$ cat src/rtl/capture_config_sequencer_pkg.sv
// Shared types for the capture path: video configuration record, its
// power-on value and the sequencer state encoding.
package capture_config_sequencer_pkg;

    // Configuration handed to video2ram
    typedef struct packed {
        logic [7:0]  buffer_size;
        logic [11:0] x_start;
        logic [11:0] y_start;
        logic        interlaced;
    } DCVideoConfig;

    localparam DCVideoConfig DC_VIDEO_CONFIG_DEFAULT = '{
        buffer_size: 8'd32,
        x_start:     12'd0,
        y_start:     12'd0,
        interlaced:  1'b0
    };

    typedef enum logic [1:0] {
        ST_IDLE,
        ST_PENDING,
        ST_APPLY,
        ST_SETTLE
    } cfg_seq_state_t;

    // Settle counter holds 1..15 frames
    localparam int SETTLE_CNT_W = 4;

endpackage

$ cat src/rtl/frame_edge_detect.sv
// Registered frame-start pulse: one cycle after the raster first reaches
// (0,0). A raster parked at the origin still yields only one pulse.
module frame_edge_detect (
    input  logic        clock,
    input  logic        nreset,
    input  logic [11:0] counterX,
    input  logic [11:0] counterY,
    output logic        fs
);

    logic at_origin;
    logic at_origin_prev;

    assign at_origin = (counterX == 12'd0) && (counterY == 12'd0);

    // Remember last cycle's origin flag and emit the rising edge
    always_ff @(posedge clock or negedge nreset) begin
        if (!nreset) begin
            at_origin_prev <= 1'b0;
            fs             <= 1'b0;
        end else begin
            at_origin_prev <= at_origin;
            fs             <= at_origin && !at_origin_prev;
        end
    end

endmodule

$ cat src/rtl/capture_config_sequencer.sv
// Capture configuration sequencer: buffers requested configurations in a
// shadow register, applies them at frame start and keeps video2ram gated
// for a settle period after every apply or mode change.
// Optional frame watchdog: define CAPTURE_WATCHDOG_EN.
module capture_config_sequencer
    import capture_config_sequencer_pkg::*;
#(
    parameter int SETTLE_FRAMES = 2,
    parameter int WDOG_FRAMES   = 4
) (
    input  logic         clock,
    input  logic         nreset,
    input  logic [11:0]  counterX,
    input  logic [11:0]  counterY,
    input  logic         line_doubler,
    input  logic         is_pal,
    input  logic         starttrigger,
    input  DCVideoConfig cfg_in,
    input  logic         cfg_req,
    output logic         cfg_ack,
    output DCVideoConfig cfg_active,
    output logic         line_doubler_out,
    output logic         is_pal_out,
    output logic         capture_enable,
    output logic         resync,
    output logic         wdog_fired
);

    // Out-of-range settle lengths are clamped into the counter's range
    localparam logic [SETTLE_CNT_W-1:0] SETTLE_LOAD = 4'((SETTLE_FRAMES < 1) ? 1 :
                                                         (SETTLE_FRAMES > 15) ? 15 : SETTLE_FRAMES);

    cfg_seq_state_t            state_reg, state_next;
    logic                      fs;
    logic                      mc;
    logic                      accept;
    logic                      settle_done;
    logic                      wdog_trip;
    logic                      line_doubler_reg, is_pal_reg;
    DCVideoConfig              shadow_reg;
    logic [SETTLE_CNT_W-1:0]   settle_cnt_reg;
    logic                      pend_reg;       // request taken during SETTLE
    logic                      apply_due_reg;  // apply postponed by a shadow write
    logic                      cfg_ack_next, capture_enable_next, resync_next;

    frame_edge_detect u_fs (
        .clock    (clock),
        .nreset   (nreset),
        .counterX (counterX),
        .counterY (counterY),
        .fs       (fs)
    );

    assign mc          = (line_doubler_reg != line_doubler_out) || (is_pal_reg != is_pal_out);
    // A request is never taken while its ack is visible or during the APPLY cycle
    assign accept      = cfg_req && !cfg_ack && (state_reg != ST_APPLY);
    assign settle_done = fs && !mc && (settle_cnt_reg <= 4'd1);

    // State register
    always_ff @(posedge clock or negedge nreset) begin
        if (!nreset) state_reg <= ST_SETTLE;
        else         state_reg <= state_next;
    end

    // Next-state decision
    always_comb begin
        state_next = state_reg;
        case (state_reg)
            ST_IDLE: begin
                if (accept)         state_next = ST_PENDING;
                else if (mc)        state_next = ST_APPLY;
                else if (wdog_trip) state_next = ST_SETTLE;
            end
            ST_PENDING: begin
                // A shadow write wins over apply; the apply follows one cycle later
                if (accept)                           state_next = ST_PENDING;
                else if (fs || mc || apply_due_reg)   state_next = ST_APPLY;
            end
            ST_APPLY:  state_next = ST_SETTLE;
            ST_SETTLE: begin
                if (settle_done) state_next = (pend_reg || accept) ? ST_PENDING : ST_IDLE;
            end
            default:   state_next = ST_SETTLE;
        endcase
    end

    // Next values of the registered handshake and gating outputs
    always_comb begin
        cfg_ack_next        = accept;
        capture_enable_next = (state_next != ST_SETTLE);
        resync_next         = (state_reg == ST_SETTLE) && (state_next != ST_SETTLE);
    end

    // Output registers
    always_ff @(posedge clock or negedge nreset) begin
        if (!nreset) begin
            cfg_ack        <= 1'b0;
            capture_enable <= 1'b0;
            resync         <= 1'b0;
        end else begin
            cfg_ack        <= cfg_ack_next;
            capture_enable <= capture_enable_next;
            resync         <= resync_next;
        end
    end

    // Shadow, active configuration, mode bits and settle counter
    always_ff @(posedge clock or negedge nreset) begin
        if (!nreset) begin
            line_doubler_reg <= 1'b0;
            is_pal_reg       <= 1'b0;
            shadow_reg       <= DC_VIDEO_CONFIG_DEFAULT;
            cfg_active       <= DC_VIDEO_CONFIG_DEFAULT;
            line_doubler_out <= 1'b0;
            is_pal_out       <= 1'b0;
            settle_cnt_reg   <= SETTLE_LOAD;
            pend_reg         <= 1'b0;
            apply_due_reg    <= 1'b0;
        end else begin
            line_doubler_reg <= line_doubler;
            is_pal_reg       <= is_pal;
            if (accept)
                shadow_reg <= cfg_in;
            else if (state_reg == ST_IDLE && mc)
                shadow_reg <= cfg_active;   // mode-only change reapplies current config
            apply_due_reg <= (state_reg == ST_PENDING) && accept && (fs || mc);
            case (state_reg)
                ST_APPLY: begin
                    cfg_active       <= shadow_reg;
                    line_doubler_out <= line_doubler_reg;
                    is_pal_out       <= is_pal_reg;
                    settle_cnt_reg   <= SETTLE_LOAD;
                    pend_reg         <= 1'b0;
                end
                ST_SETTLE: begin
                    if (mc) begin
                        line_doubler_out <= line_doubler_reg;
                        is_pal_out       <= is_pal_reg;
                        settle_cnt_reg   <= SETTLE_LOAD;
                    end else if (fs && settle_cnt_reg != '0) begin
                        settle_cnt_reg <= settle_cnt_reg - 4'd1;
                    end
                    if (accept) pend_reg <= 1'b1;
                end
                ST_IDLE: begin
                    if (state_next == ST_SETTLE) settle_cnt_reg <= SETTLE_LOAD;
                end
                default: ;
            endcase
        end
    end

`ifdef CAPTURE_WATCHDOG_EN
    localparam int              WDOG_LIMIT = (WDOG_FRAMES < 1) ? 1 : (WDOG_FRAMES > 255) ? 255 : WDOG_FRAMES;
    localparam logic [7:0]      WDOG_LAST  = 8'(WDOG_LIMIT - 1);

    logic [7:0] wdog_cnt_reg;
    logic       seen_trig_reg;   // starttrigger since the previous fs

    assign wdog_trip = (state_reg == ST_IDLE) && fs && !seen_trig_reg && !starttrigger &&
                       (wdog_cnt_reg >= WDOG_LAST);

    // Count silent frames while idle; any trigger restarts the count
    always_ff @(posedge clock or negedge nreset) begin
        if (!nreset) begin
            wdog_cnt_reg  <= 8'd0;
            seen_trig_reg <= 1'b0;
            wdog_fired    <= 1'b0;
        end else begin
            wdog_fired <= wdog_trip && (state_next == ST_SETTLE);
            if (state_reg != ST_IDLE) begin
                wdog_cnt_reg  <= 8'd0;
                seen_trig_reg <= 1'b0;
            end else begin
                if (starttrigger)
                    wdog_cnt_reg <= 8'd0;
                else if (fs && !seen_trig_reg && wdog_cnt_reg != 8'hFF)
                    wdog_cnt_reg <= wdog_cnt_reg + 8'd1;
                if (fs)
                    seen_trig_reg <= starttrigger;
                else if (starttrigger)
                    seen_trig_reg <= 1'b1;
            end
        end
    end
`else
    // Watchdog compiled out: trigger input and limit are intentionally unconsumed
    logic wdog_unused;
    assign wdog_unused = starttrigger ^ WDOG_FRAMES[0];
    assign wdog_trip   = 1'b0;
    assign wdog_fired  = 1'b0;
`endif

endmodule

$ cat config.mk
export PLATFORM = sky130hd
export DESIGN_NAME = capture_config_sequencer
export DESIGN_NICKNAME = d
export VERILOG_FILES = /design/src/rtl/capture_config_sequencer_pkg.sv /design/src/rtl/frame_edge_detect.sv /design/src/rtl/capture_config_sequencer.sv
export SDC_FILE = /design/constraint.sdc
export NUM_CORES = 1
export LEC_CHECK = 0
export BUFFER_PORTS_ARGS = -buffer_cell sky130_fd_sc_hd__buf_2
export CELL_PAD_IN_SITES_DETAIL_PLACEMENT = 1
export CELL_PAD_IN_SITES_GLOBAL_PLACEMENT = 2
export CORE_ASPECT_RATIO = 1.25
export CORE_MARGIN = 2
export CORE_UTILIZATION = 34
export DETAILED_ROUTE_END_ITERATION = 7
export PLACE_DENSITY_LB_ADDON = 0.2
export REMOVE_ABC_BUFFERS = 1
export SYNTH_ARGS = -nofsm -noshare
export SYNTH_HDL_FRONTEND = slang
export SYNTH_SLANG_ARGS = --single-unit
$ cat constraint.sdc
create_clock -name clock -period 2.7 [get_ports clock]
set_clock_uncertainty 0.15 [all_clocks]
set_input_delay 0.405 -clock clock [delete_from_list [all_inputs] [get_ports clock]]
set_output_delay 0.405 -clock clock [all_outputs]
set_load 0.005 [all_outputs]
# Word-level counts from Yosys, hierarchy flattened
# Index checks and enable logic that the tools add are counted.
[totals]
ff_bits = 83
inputBits = 63
[op_classes]
add_sub_neg = 1
n_lt_le_gt_ge = 1
n_reduce_logical = 28
muxes = 19
n_eq_ne = 12
[op_table]
columns = ["operator", "n"]
rows = [
  ["$mux W33", 2],
  ["$logic_not A12 Y1", 2],
  ["$mux W4", 3],
  ["$pmux W4 S3", 1],
  ["$logic_and A1 B1 Y1", 11],
  ["$mux W2", 5],
  ["$ne A2 B2 Y1 const B", 4],
  ["$pmux W2 S4", 1],
  ["$eq A2 B2 Y1 const B", 3],
  ["$pmux W1 S2", 3],
  ["$le A4 B1 Y1 const B", 1],
  ["$logic_or A1 B1 Y1", 4],
  ["$mux W1", 4],
  ["$reduce_and A2 Y1", 2],
  ["$reduce_bool A2 Y1", 2],
  ["$reduce_bool A4 Y1", 1],
  ["$sub A4 B1 Y4 const B", 1],
  ["$logic_not A1 Y1", 3],
  ["$ne A3 B2 Y1 const B", 1],
  ["$reduce_and A3 Y1", 1],
  ["$reduce_bool A3 Y1", 1],
  ["$eq A2 B1 Y1 const B", 1],
  ["$logic_not A2 Y1", 1],
  ["$ne A1 B1 Y1", 2],
  ["$ne A2 B1 Y1 const B", 1],
]

# Longest topological paths before layout
# Gate-level depths: netlist of the first run.
[depth]
ltp_word = 10
ltp_mapped = 7

# Modules after synthesis
# A second synthesis of the first run with hierarchy kept.
[hier_totals]
cells_unflattened = 261
area_unflattened_um2 = 3527.1
[modules_own_cells]
columns = ["mod", "area_per_inst_um2", "n_inst", "cells_per_inst", "seq_area_each_um2"]
rows = [
  ["capture_config_sequencer", 3409.5, 1, 249, 2033.2],
  ["frame_edge_detect", 117.6, 1, 12, 50.0],
]

# Worst setup path after synthesis of the first run
# Ideal clock, no wire load.
[synth_timing]
kind = "reg-to-reg"
start = "register state_reg[1]"
end = "register cfg_active[10] (netlist bit)"
period_less_slack_ns = 1.939
path_slack_ns = 0.761
t_arrival_ns = 1.665
stages_incl_launch_ff = 6
required_time_ns = 2.425
path_buffers = 3
cell_sequence = "dfstp_2 > buf_2 > nor2b_1 > buf_2 > buf_2 > mux2_2"
[synth_via]
elab_chain_cells = 1
[synth_lines]
columns = ["item", "line_no", "text"]
rows = [
  ["from (decl)", "capture_config_sequencer.sv:33", "cfg_seq_state_t state_reg, state_next;"],
  ["from (signal assigned)", "capture_config_sequencer.sv:62", "else state_reg <= state_next;"],
  ["$eq A2 B2 Y1", "capture_config_sequencer.sv:127", "case (state_reg)"],
  ["to (signal assigned)", "capture_config_sequencer.sv:129", "cfg_active <= shadow_reg;"],
  ["to (decl)", "capture_config_sequencer.sv:21", "output DCVideoConfig cfg_active,"],
]
# No other way between the ends.
# A chain may end at the register's enable or synchronous reset.

# Worst setup path after layout of the first run
[layout_timing]
start = "register state_reg[1]"
end = "register shadow_reg[15] (netlist bit)"
[layout_via]
elab_chain_cells = 3
elab_cells_between_ends = 6
classes_between = "1 x eq/ne; 1 x mux; 4 x reduce/logical"
[layout_lines]
columns = ["item", "line_no", "text"]
rows = [
  ["$ne A2 B2 Y1 (*)", "capture_config_sequencer.sv:56", "assign accept = cfg_req && !cfg_ack && (state_reg != ST_APPLY);"],
  ["$logic_and A1 B1 Y1 (*)", "capture_config_sequencer.sv:56", ""],
  ["named net accept", "capture_config_sequencer.sv:36", "logic accept;"],
  ["$mux W33 / $reduce_bool A2 Y1 (equally long branches)", "-", ""],
  ["to (signal assigned)", "capture_config_sequencer.sv:123", "shadow_reg <= cfg_in;"],
  ["to (signal assigned)", "capture_config_sequencer.sv:125", "shadow_reg <= cfg_active;"],
  ["to (decl)", "capture_config_sequencer.sv:40", "DCVideoConfig shadow_reg;"],
]
# The timed path passes the listed nets; every way through them passes the cells marked *.

==> results of run 1 <==
## worst paths after layout
kind | end | cells past startpoint | slack [ps]
worst min register to register | u_fs.fs$_DFF_PN0_ | 1 | 260
min in group asynchronous | cfg_active[11]$_DFFE_PN0P_ | 2 | 400
max in group asynchronous | settle_cnt_reg[1]$_DFFE_PN1P_ | 3 | 1330
worst max-delay path | shadow_reg[15]$_DFFE_PN0P_ | 6 | 620
worst max register to register | shadow_reg[15]$_DFFE_PN0P_ | 6 | 620
worst min-delay path | line_doubler_reg$_DFF_PN0_ | 1 | 30
## layout make-up
cell class                      instances  share of cell area
Multi-Input combinational cell        163               0.312
Clock buffer                           13              0.0532
Inverter                                4             0.00333
Clock inverter                          3             0.00887
Timing Repair Buffer                  106               0.125
Tap cell                              129              0.0358
Sequential cell                        83               0.462
## cells in the final DEF, fill, tap and decap left out, types with 2 or more instances in the layout
cell | Yosys | routed
a21oi_1 | 5 | 5
a221o_1 | 6 | 6
a32o_1 | 2 | 2
and2_1 | 7 | 7
buf_2 | 6 | 98
buf_4 | 1 | 6
clkbuf_1 | 6 | 4
clkbuf_16 | 0 | 9
clkinv_2 | 0 | 2
dfrtp_1 | 78 | 78
dfstp_2 | 5 | 5
ha_1 | 3 | 3
inv_1 | 2 | 2
inv_2 | 2 | 2
mux2_1 | 10 | 10
mux2_2 | 25 | 25
mux2i_1 | 4 | 4
nand2_1 | 4 | 4
nand2b_1 | 2 | 2
nor2_1 | 11 | 11
nor3_1 | 3 | 3
nor4_1 | 6 | 6
o21ai_0 | 4 | 4
o221a_1 | 23 | 23
or3_1 | 23 | 23
xnor2_2 | 2 | 2
## critical path, cell delays in order (launching register included)
cell,delay [ps]
dfstp_2,530
inv_2,90
o21ai_4,300
inv_2,130
or2_1,250
buf_4,230
o221a_1,280
## stage by stage
step | utilization | TNS (ps) | worst slack (ps)
finish | 0.442 | 0 | 623
global route | 0.442 | 0 | 508
CTS | 0.442 | 0 | 596
detailed placement | 0.414 | 0 | 591
global placement | 0.414 | 0 | 616
floorplan | - | -40530 | -768
## metal layers
metal  GRT usage  share of wire  wire length [um]  up-vias
li1            -              -                 -     1202
met1       0.208           0.45              3760     1309
met2       0.252           0.48              4000       72
met3      0.0342          0.059               497       10
met4      0.0750          0.019               160        0
met5           0              0                 0        -
## synthesized netlist by cell type (all sizes together), types with 2 or more instances
library cell  instances
mux2                 35
nor2                 12
mux2i                 4
nor3                  3
nand2                 4
inv                   4
nor4                  7
clkbuf                7
buf                   9
a32o                  2
o221a                23
o21ai                 6
or3                  23
ha                    3
xnor2                 2
dfstp                 5
or4                   2
nor2b                 2
and2                  8
a221o                 6
dfrtp                78
nand2b                2
a21oi                 5
## cell families after synthesis
| group | share of synthesized area |
|---|---|
| adder cells (fa/ha/maj) | 0.0105 |
| other | 0.00105 |
| buffers and inverters | 0.0293 |
| AO/OA/AOI/OAI | 0.134 |
| XOR/XNOR | 0.00907 |
| AND/OR/NAND/NOR | 0.115 |
| flip-flops | 0.581 |
| multiplexers | 0.121 |
## power breakdown
part | internal, mW | switching (mW) | leakage, nW
registers | 1.67 | 0.280 | 0.963
logic | 0.578 | 0.428 | 0.873
clock network | 0.714 | 0.459 | 0.138
==> flow_summary.json, run 1 <==
{
  "grt_max_degree": 54,
  "finalCritPeriodShare": 0.769,
  "place_inst": 484,
  "r2r-start": "state_reg[1]$_DFF_PN1_",
  "cts_resized": 0,
  "grt_pass1_wl_mm": 14.0,
  "dpl-instance-area_um2": 4220,
  "required_ps": 2760,
  "drc": 0,
  "final_cells": 501,
  "total_power_mw": 4.13,
  "clock_latency_ps": 330,
  "endpoint_kind": "flop",
  "hold_buffers": 1,
  "p_leak_nw": 1.97,
  "nNetsFinal": 433,
  "cts_tree": "done",
  "diodes": 0,
  "yosysWarningCount": 0,
  "die_area_um2": 11400,
  "worstMarginPinSlew_ps": 858,
  "cap_violations": 0,
  "grt.total_usage": 0.160,
  "critical_path_peak_fanout": 23,
  "rsz0062_at_grt": "false",
  "hold_viol": 0,
  "crit_path_start_kind": "flop",
  "netlist_instances": 266,
  "ir_worst_vdd_mv": 0.363,
  "syn_area_per_cell_um2": 13.5,
  "critPathArrivalTime_ps": 2140,
  "io_buffers": 99,
  "num_vias": 2593,
  "status": "complete, no violations",
  "seq_area_um2": 2080,
  "syn-cell-area_um2": 3590,
  "htreeDepth": 3,
  "multi_input_area_um2": 1410,
  "seq_area_frac_synth": 0.581,
  "synth_cell_type_count": 48,
  "cts.sinks": 83,
  "synth-edff-count": 0,
  "holdWs_ps": 26.1,
  "synth_largest_area_cell": "dfrtp_1",
  "gp_congestion": 0.741,
  "crit_type": "flop to flop",
  "dr.pass1.iters": 4,
  "postLayoutCellArea_um2": 4510,
  "wire_per_inst_um": 16.8,
  "clock_path_buffers": 2,
  "die_y_um": 119,
  "setup_violations": 0,
  "ant_nets": 0,
  "ioPinCount": 102,
  "numCtsBuffers": 9,
  "slew-limit-headroom": 0.428,
  "antenna_found_initial": 0,
  "post_cts_buffers": 0,
  "final_max_slew_viol_count": 0,
  "start_util": 0.352,
  "synth_async_sr_flop_share": 1.00,
  "dpl.hpwl_mm": 5.67,
  "yosys-top-cells-area": "dfrtp_1 (54%), mux2_2 (7.8%), o221a_1 (7.2%), or3_1 (4.0%), dfstp_2 (3.7%)",
  "synth_flop_cell": "dfrtp_1",
  "clk_pin_slew_ps": 60,
  "crit_start": "state_reg[1]$_DFF_PN1_",
  "drt_wl_total_mm": 8.41,
  "ctsRootBufferMaster": "clkbuf_16",
  "nFillCells": 1108,
  "synth_top_area_share": 0.544,
  "yosys_register_bits": 83,
  "fmax_mhz": 482,
  "powerDensity_nw_per_um2": 914,
  "drtIter0Drc": 93,
  "grt_pass1_vias": 2824,
  "drive_above_1_share": 0.430,
  "grt-ovfl-total": 0,
  "core_um2": 10200,
  "fin_crit_ps": 2080,
  "dieWidth_um": 95.9,
  "area_growth_pct": 25.8,
  "rows": 41,
  "hp-class": "input pin to flop",
  "vias_per_cell": 5.18,
  "min_from": "line_doubler"
}
(Power assumes the default switching activity.)
==> run 2: changes to the inputs <==
Settings changed: ABC_AREA from default to 1, CORE_UTILIZATION 34 to 27.
Clock period 2.7 ns to 1.7 ns, I/O delays scaled along.
==> run 2 against run 1 <==
Compared with the run above:
- core utilization fell by 8.1 points
- critical path type unchanged
- non-clock buffer count up 26
- critical endpoint is now shadow_reg[6]$_DFFE_PN0P_
- worst hold slack got worse by 9.0 ps
==> flow_summary.json, run 2 <==
{
  "yosys_register_bits": 83,
  "mostFrequentLayoutCells": "nand2_1 (277), buf_2 (98), dfrtp_1 (78)",
  "synth_flop_cell": "dfrtp_1",
  "wire_per_inst_um": 14.4,
  "diodes": 0,
  "place_inst": 795,
  "r2r_cells": 8,
  "num_vias": 3698,
  "p_switching_mw": 1.24,
  "endpoint_kind": "flop",
  "syn-cell-area_um2": 3970,
  "grt_pass1_wl_mm": 19.5,
  "ir_worst_vdd_mv": 0.359,
  "grt_max_degree": 44,
  "nFillCells": 1814,
  "cts_tree": "done",
  "ctsRootBufferMaster": "clkbuf_16",
  "seq_area_frac_synth": 0.525,
  "final_cells": 819,
  "required_ps": 1790,
  "clock_latency_ps": 340,
  "setup_violations": 0,
  "syn_area_per_cell_um2": 7.68,
  "drive_above_1_share": 0.265,
  "crit_chain": "nand2_4 > nand2_8 > inv_4 > clkbuf_16 > nand2_1 > nand2_1 > nand2_2 > nand2_1",
  "crit_type": "flop to flop",
  "drt_wl_total_mm": 11.8,
  "p_int_mw": 3.56,
  "final_common_cell": "nand2_1",
  "grt-ovfl-total": 0,
  "fin_crit_ps": 1580,
  "dieWidth_um": 112,
  "comb_power_share": 0.128,
  "rows": 49,
  "antenna_found_initial": 0,
  "clock_path_buffers": 2,
  "nNetsFinal": 702,
  "ant_nets": 0,
  "numCtsBuffers": 9,
  "yosysMostFrequentCell": "nand2_1",
  "p_seq_frac": 0.450,
  "finalCritPeriodShare": 0.930,
  "area_growth_pct": 31.0,
  "yosysWarningCount": 0,
  "synth_cell_type_count": 26,
  "critPathArrivalTime_ps": 1670,
  "htreeDepth": 3,
  "hp-class": "input pin to flop",
  "crit_path_start_kind": "flop",
  "powerDensity_nw_per_um2": 921,
  "fin_util": 0.361,
  "multi_input_area_um2": 1670,
  "status": "complete, no violations",
  "clk_pin_slew_ps": 60,
  "yosys-top-cells-area": "dfrtp_1 (49%), nand2_1 (26%), nand3_1 (6.0%), dfstp_2 (3.3%), nor2_1 (2.6%)",
  "grt_pass1_vias": 3975,
  "worstHoldPathCells": 3,
  "netlist_instances": 517,
  "hold_viol": 0,
  "fmax_mhz": 632,
  "synth_largest_area_cell": "dfrtp_1",
  "fin_ws_ps": 118,
  "synth-edff-count": 0,
  "die_area_um2": 15700,
  "ys_top_cells_by_count": "nand2_1 (277), dfrtp_1 (78), nand3_1 (48)",
  "drtIter0Drc": 118,
  "p_sw_frac": 0.258,
  "cp_slowest_cell": "dfstp_2",
  "cts.sinks": 83,
  "post-place-ws_ps": 9.24,
  "ioPinCount": 102,
  "seq_area_um2": 2080,
  "rsz0062_at_grt": "false",
  "drc": 0,
  "max_stage_delay_ps": 590,
  "io_buffers": 99,
  "start_util": 0.276,
  "die_y_um": 140,
  "holdWs_ps": 17.0,
  "grt.total_usage": 0.155,
  "cap_violations": 0,
  "p_leak_nw": 3.01,
  "dr.pass1.iters": 4,
  "synth_async_sr_flop_share": 1.00,
  "final_max_slew_viol_count": 0,
  "synth_top_area_share": 0.491,
  "gp_congestion": 0.740,
  "core_um2": 14400,
  "regToRegSetupSlack_ps": 120,
  "dpl.hpwl_mm": 8.28,
  "p_clk_frac": 0.423,
  "vias_per_cell": 4.52,
  "crit_top_cell": "nand2_1",
  "critical_path_peak_fanout": 12
}
## run 2: cell types whose count changed in the layout (fill, tap and decap cells not counted), moves of 15 or more
cell	previous run	this run
nand3_1	0	48
or3_1	23	0
nand2_1	4	277
o221a_1	23	0
nor2_1	11	27
mux2_2	25	0
buf_4	6	21
inv_1	2	19
## run 2: worst max-delay path: cells and delay by family, from the launching register on
kind,cells,cell delay (ps)
buf+inv,2,250
flops,1,590
simple gates,6,470
## run 2: worst paths after layout
kind                                               start                         end
min                                            cfg_in[3]   shadow_reg[3]$_DFFE_PN0P_
min reg2reg                u_fs.at_origin_prev$_DFF_PN0_           u_fs.fs$_DFF_PN0_
max reg2reg                       state_reg[1]$_DFF_PN1_   shadow_reg[6]$_DFFE_PN0P_
min in group asynchronous                         nreset  cfg_active[28]$_DFFE_PN0P_
max                               state_reg[1]$_DFF_PN1_   shadow_reg[6]$_DFFE_PN0P_
max in group asynchronous                         nreset      state_reg[0]$_DFF_PN1_
## run 2: cells by family (layout without fill, tap and decap cells)
| group | after synthesis | after routing | share of synthesized area |
|---|---|---|---|
| flip-flops | 83 | 83 | 0.525 |
| adder cells (fa/ha/maj) | 3 | 3 | 0.00945 |
| AND/OR/NAND/NOR | 376 | 376 | 0.392 |
| other | 1 | 1 | 0.000944 |
| buffers and inverters | 46 | 170 | 0.0599 |
| XOR/XNOR | 1 | 1 | 0.00410 |
| AO/OA/AOI/OAI | 7 | 7 | 0.00914 |
## run 2: repair_timing
action	4_1_cts	5_1_grt
buffers inserted	2	1
endpoints found under the setup margin	7	30
gates resized for setup	1	7
hold buffers	4	0
pin swaps	0	1
hold endpoints to repair	81	0
cloned	0	1
## run 2: per-stage QoR
step / instance area, um2 / setup TNS [ps] / power [mW]
finish: 5200 / 0 / 4.79
global route: 5200 / 0 / 5.03
CTS: 5140 / 0 / 4.87
detailed placement: 4770 / 0 / 2.79
global placement: 4770 / 0 / 2.76
floorplan: 3820 / -17890 / 2.48
## run 2: cell type report
cell class / count / area share
Clock buffer: 12 / 0.0493
Clock inverter: 4 / 0.00938
Inverter: 22 / 0.0164
Multi-Input combinational cell: 388 / 0.321
Sequential cell: 83 / 0.400
Tap cell: 178 / 0.0428
Timing Repair Buffer: 132 / 0.161
## run 2: metal layers
| layer | wire, um | vias to the layer above | GRT usage |
|---|---|---|---|
| met3 | 325 | 11 | 0.0226 |
| met1 | 5230 | 1805 | 0.193 |
| li1 | - | 1823 | - |
| met2 | 6040 | 59 | 0.271 |
| met5 | 0 | - | 0 |
| met4 | 179 | 0 | 0.0558 |
## run 2: power by group through the flow
stage	Clock (mW)	Combinational, mW	Sequential, mW
after floorplan	0	0.308	2.18
after global placement	0	0.580	2.18
after detailed placement	0	0.599	2.19
after CTS	2.10	0.612	2.16
after global routing	2.16	0.704	2.17
final	2.03	0.612	2.16
==> run 3: changes to the inputs <==
Settings changed: CORE_MARGIN 2 to default.
==> run 3 against run 2 <==
Compared with the run above:
- sequential share of layout area rose by 0.99 points
- flip-flop and latch count unchanged
- setup slack lost 32 ps
- core utilization fell by 0.72 points
- count of clock-buffer cells in the layout decreased by 1
- critical path type unchanged
- design area shrank 2.4%
- global-route usage up 0.31 points
- total power shrank 4.1%
- maximum frequency is 2.0% lower
==> flow_summary.json, run 3 (same netlist as run 2, synthesis figures left out) <==
{
  "ioPinCount": 102,
  "area_growth_pct": 27.9,
  "r2r-start": "settle_cnt_reg[1]$_DFFE_PN1P_",
  "seq_area_um2": 2080,
  "post_cts_buffers": 0,
  "dpl.hpwl_mm": 8.03,
  "fin_ws_ps": 86.1,
  "dieWidth_um": 110,
  "vias_per_cell": 4.52,
  "final_cells": 810,
  "postLayoutCellArea_um2": 5080,
  "p_seq_frac": 0.469,
  "dr.pass1.iters": 4,
  "die_area_um2": 15200,
  "gp_congestion": 0.706,
  "cts_tree": "done",
  "cts.sinks": 83,
  "status": "complete, no violations",
  "clock_latency_ps": 340,
  "htreeDepth": 3,
  "p_sw_frac": 0.263,
  "grt_pass1_vias": 3770,
  "num_vias": 3663,
  "finalCritPeriodShare": 0.949,
  "ir_worst_vdd_mv": 0.469,
  "grt-ovfl-total": 0,
  "wire_per_inst_um": 14.0,
  "antenna_found_initial": 0,
  "numCtsBuffers": 9,
  "whs_endpoint": "shadow_reg[19]$_DFFE_PN0P_",
  "drtIter0Drc": 114,
  "fin_crit_ps": 1610,
  "r2r_cells": 7,
  "critPathArrivalTime_ps": 1690,
  "crit_path_start_kind": "flop",
  "p_leak_nw": 2.95,
  "die_y_um": 138,
  "nNetsFinal": 693,
  "fmax_mhz": 620,
  "grt_pass1_wl_mm": 19.0,
  "crit_type": "flop to flop",
  "drive_above_1_share": 0.258,
  "post-place-ws_ps": 50.1,
  "mostFrequentLayoutCells": "nand2_1 (276), buf_2 (98), dfrtp_1 (78)",
  "rsz0062_at_grt": "false",
  "total_power_mw": 4.60,
  "clk_pin_slew_ps": 60,
  "regToRegSetupSlack_ps": 90,
  "p_switching_mw": 1.21,
  "hold_viol": 0,
  "rows": 49,
  "cap_violations": 0,
  "place_inst": 791,
  "clock_path_buffers": 2,
  "fin_util": 0.354,
  "drt_wl_total_mm": 11.4,
  "reg2reg_to": "settle_cnt_reg[2]$_DFFE_PN0P_",
  "nFillCells": 1796,
  "io_buffers": 99,
  "p_int_mw": 3.39,
  "multi_input_area_um2": 1650,
  "critical_path_peak_fanout": 5,
  "setup_violations": 0,
  "core_um2": 14300,
  "final_common_cell": "nand2_1",
  "hp-class": "input pin to flop",
  "ctsRootBufferMaster": "clkbuf_16",
  "fin_tns_setup_ps": 0,
  "holdWs_ps": 21.2,
  "ant_nets": 0,
  "powerDensity_nw_per_um2": 906,
  "min_from": "cfg_in[19]",
  "required_ps": 1780,
  "p_clk_frac": 0.402,
  "worstHoldPathCells": 3,
  "grt.total_usage": 0.158,
  "crit_start": "settle_cnt_reg[1]$_DFFE_PN1P_",
  "endpoint_kind": "flop",
  "final_max_slew_viol_count": 0,
  "diodes": 0,
  "start_util": 0.277,
  "drc": 0,
  "comb_power_share": 0.129,
  "dpl-instance-area_um2": 4760,
  "grt_max_degree": 38
}
-- run 3: cell count changes in the layout (fill, tap and decap cells not counted), sizes merged --
cell / previous run / this run
bufinv: 1 / 0
buf: 127 / 120
clkbuf: 13 / 11
clkinvlp: 0 / 1
clkinv: 4 / 5
dlygate4sd3: 4 / 3
-- run 3: power by group through the flow --
stage                     clock network (mW)  registers (mW)  logic (mW)
after floorplan                            0            2.18       0.308
after global placement                     0            2.18       0.583
after detailed placement                   0            2.19       0.601
after CTS                               1.92            2.15       0.609
after global routing                    1.99            2.17       0.683
final                                   1.85            2.15       0.594
-- run 3: layer usage --
metal / track usage / vias to the layer above / routed length, um
met5: 0 / - / 0
li1: - / 1801 / -
met2: 0.275 / 59 / 5720
met4: 0.0489 / 0 / 136
met1: 0.196 / 1792 / 5150
met3: 0.0330 / 11 / 356
-- run 3: area by class of cell --
cell class	count	area share
Clock inverter	5	0.00542
Multi-Input combinational cell	388	0.326
Clock buffer	11	0.0498
Tap cell	178	0.0439
Inverter	22	0.0163
Timing Repair Buffer	123	0.149
Sequential cell	83	0.410
-- run 3: what timing repair did --
action	in CTS	in global routing
gates resized for setup	0	4
endpoints found under the setup margin	0	24
hold buffers	3	0
endpoints found under the hold margin	48	0
-- run 3: how the worst max path moves through the flow --
stage / slack (ps) / to / cells after the start
CTS: 40 / shadow_reg[7]$_DFFE_PN0P_ / 7
global placement: 70 / cfg_active[13]$_DFFE_PN0P_ / 7
finish: 90 / settle_cnt_reg[2]$_DFFE_PN0P_ / 7
global route: 0.5 / settle_cnt_reg[2]$_DFFE_PN0P_ / 7
detailed placement: 50 / shadow_reg[7]$_DFFE_PN0P_ / 7
floorplan: -370 / shadow_reg[10]$_DFFE_PN0P_ / 7
-- run 3: worst max-delay path: stages, from the launching register on --
cell and delay, ps:
dfstp_2 550, inv_1 80, ha_1 200, a21oi_1 150, buf_4 150, nand2_1 60, o21ai_1 120, nor2_1 50
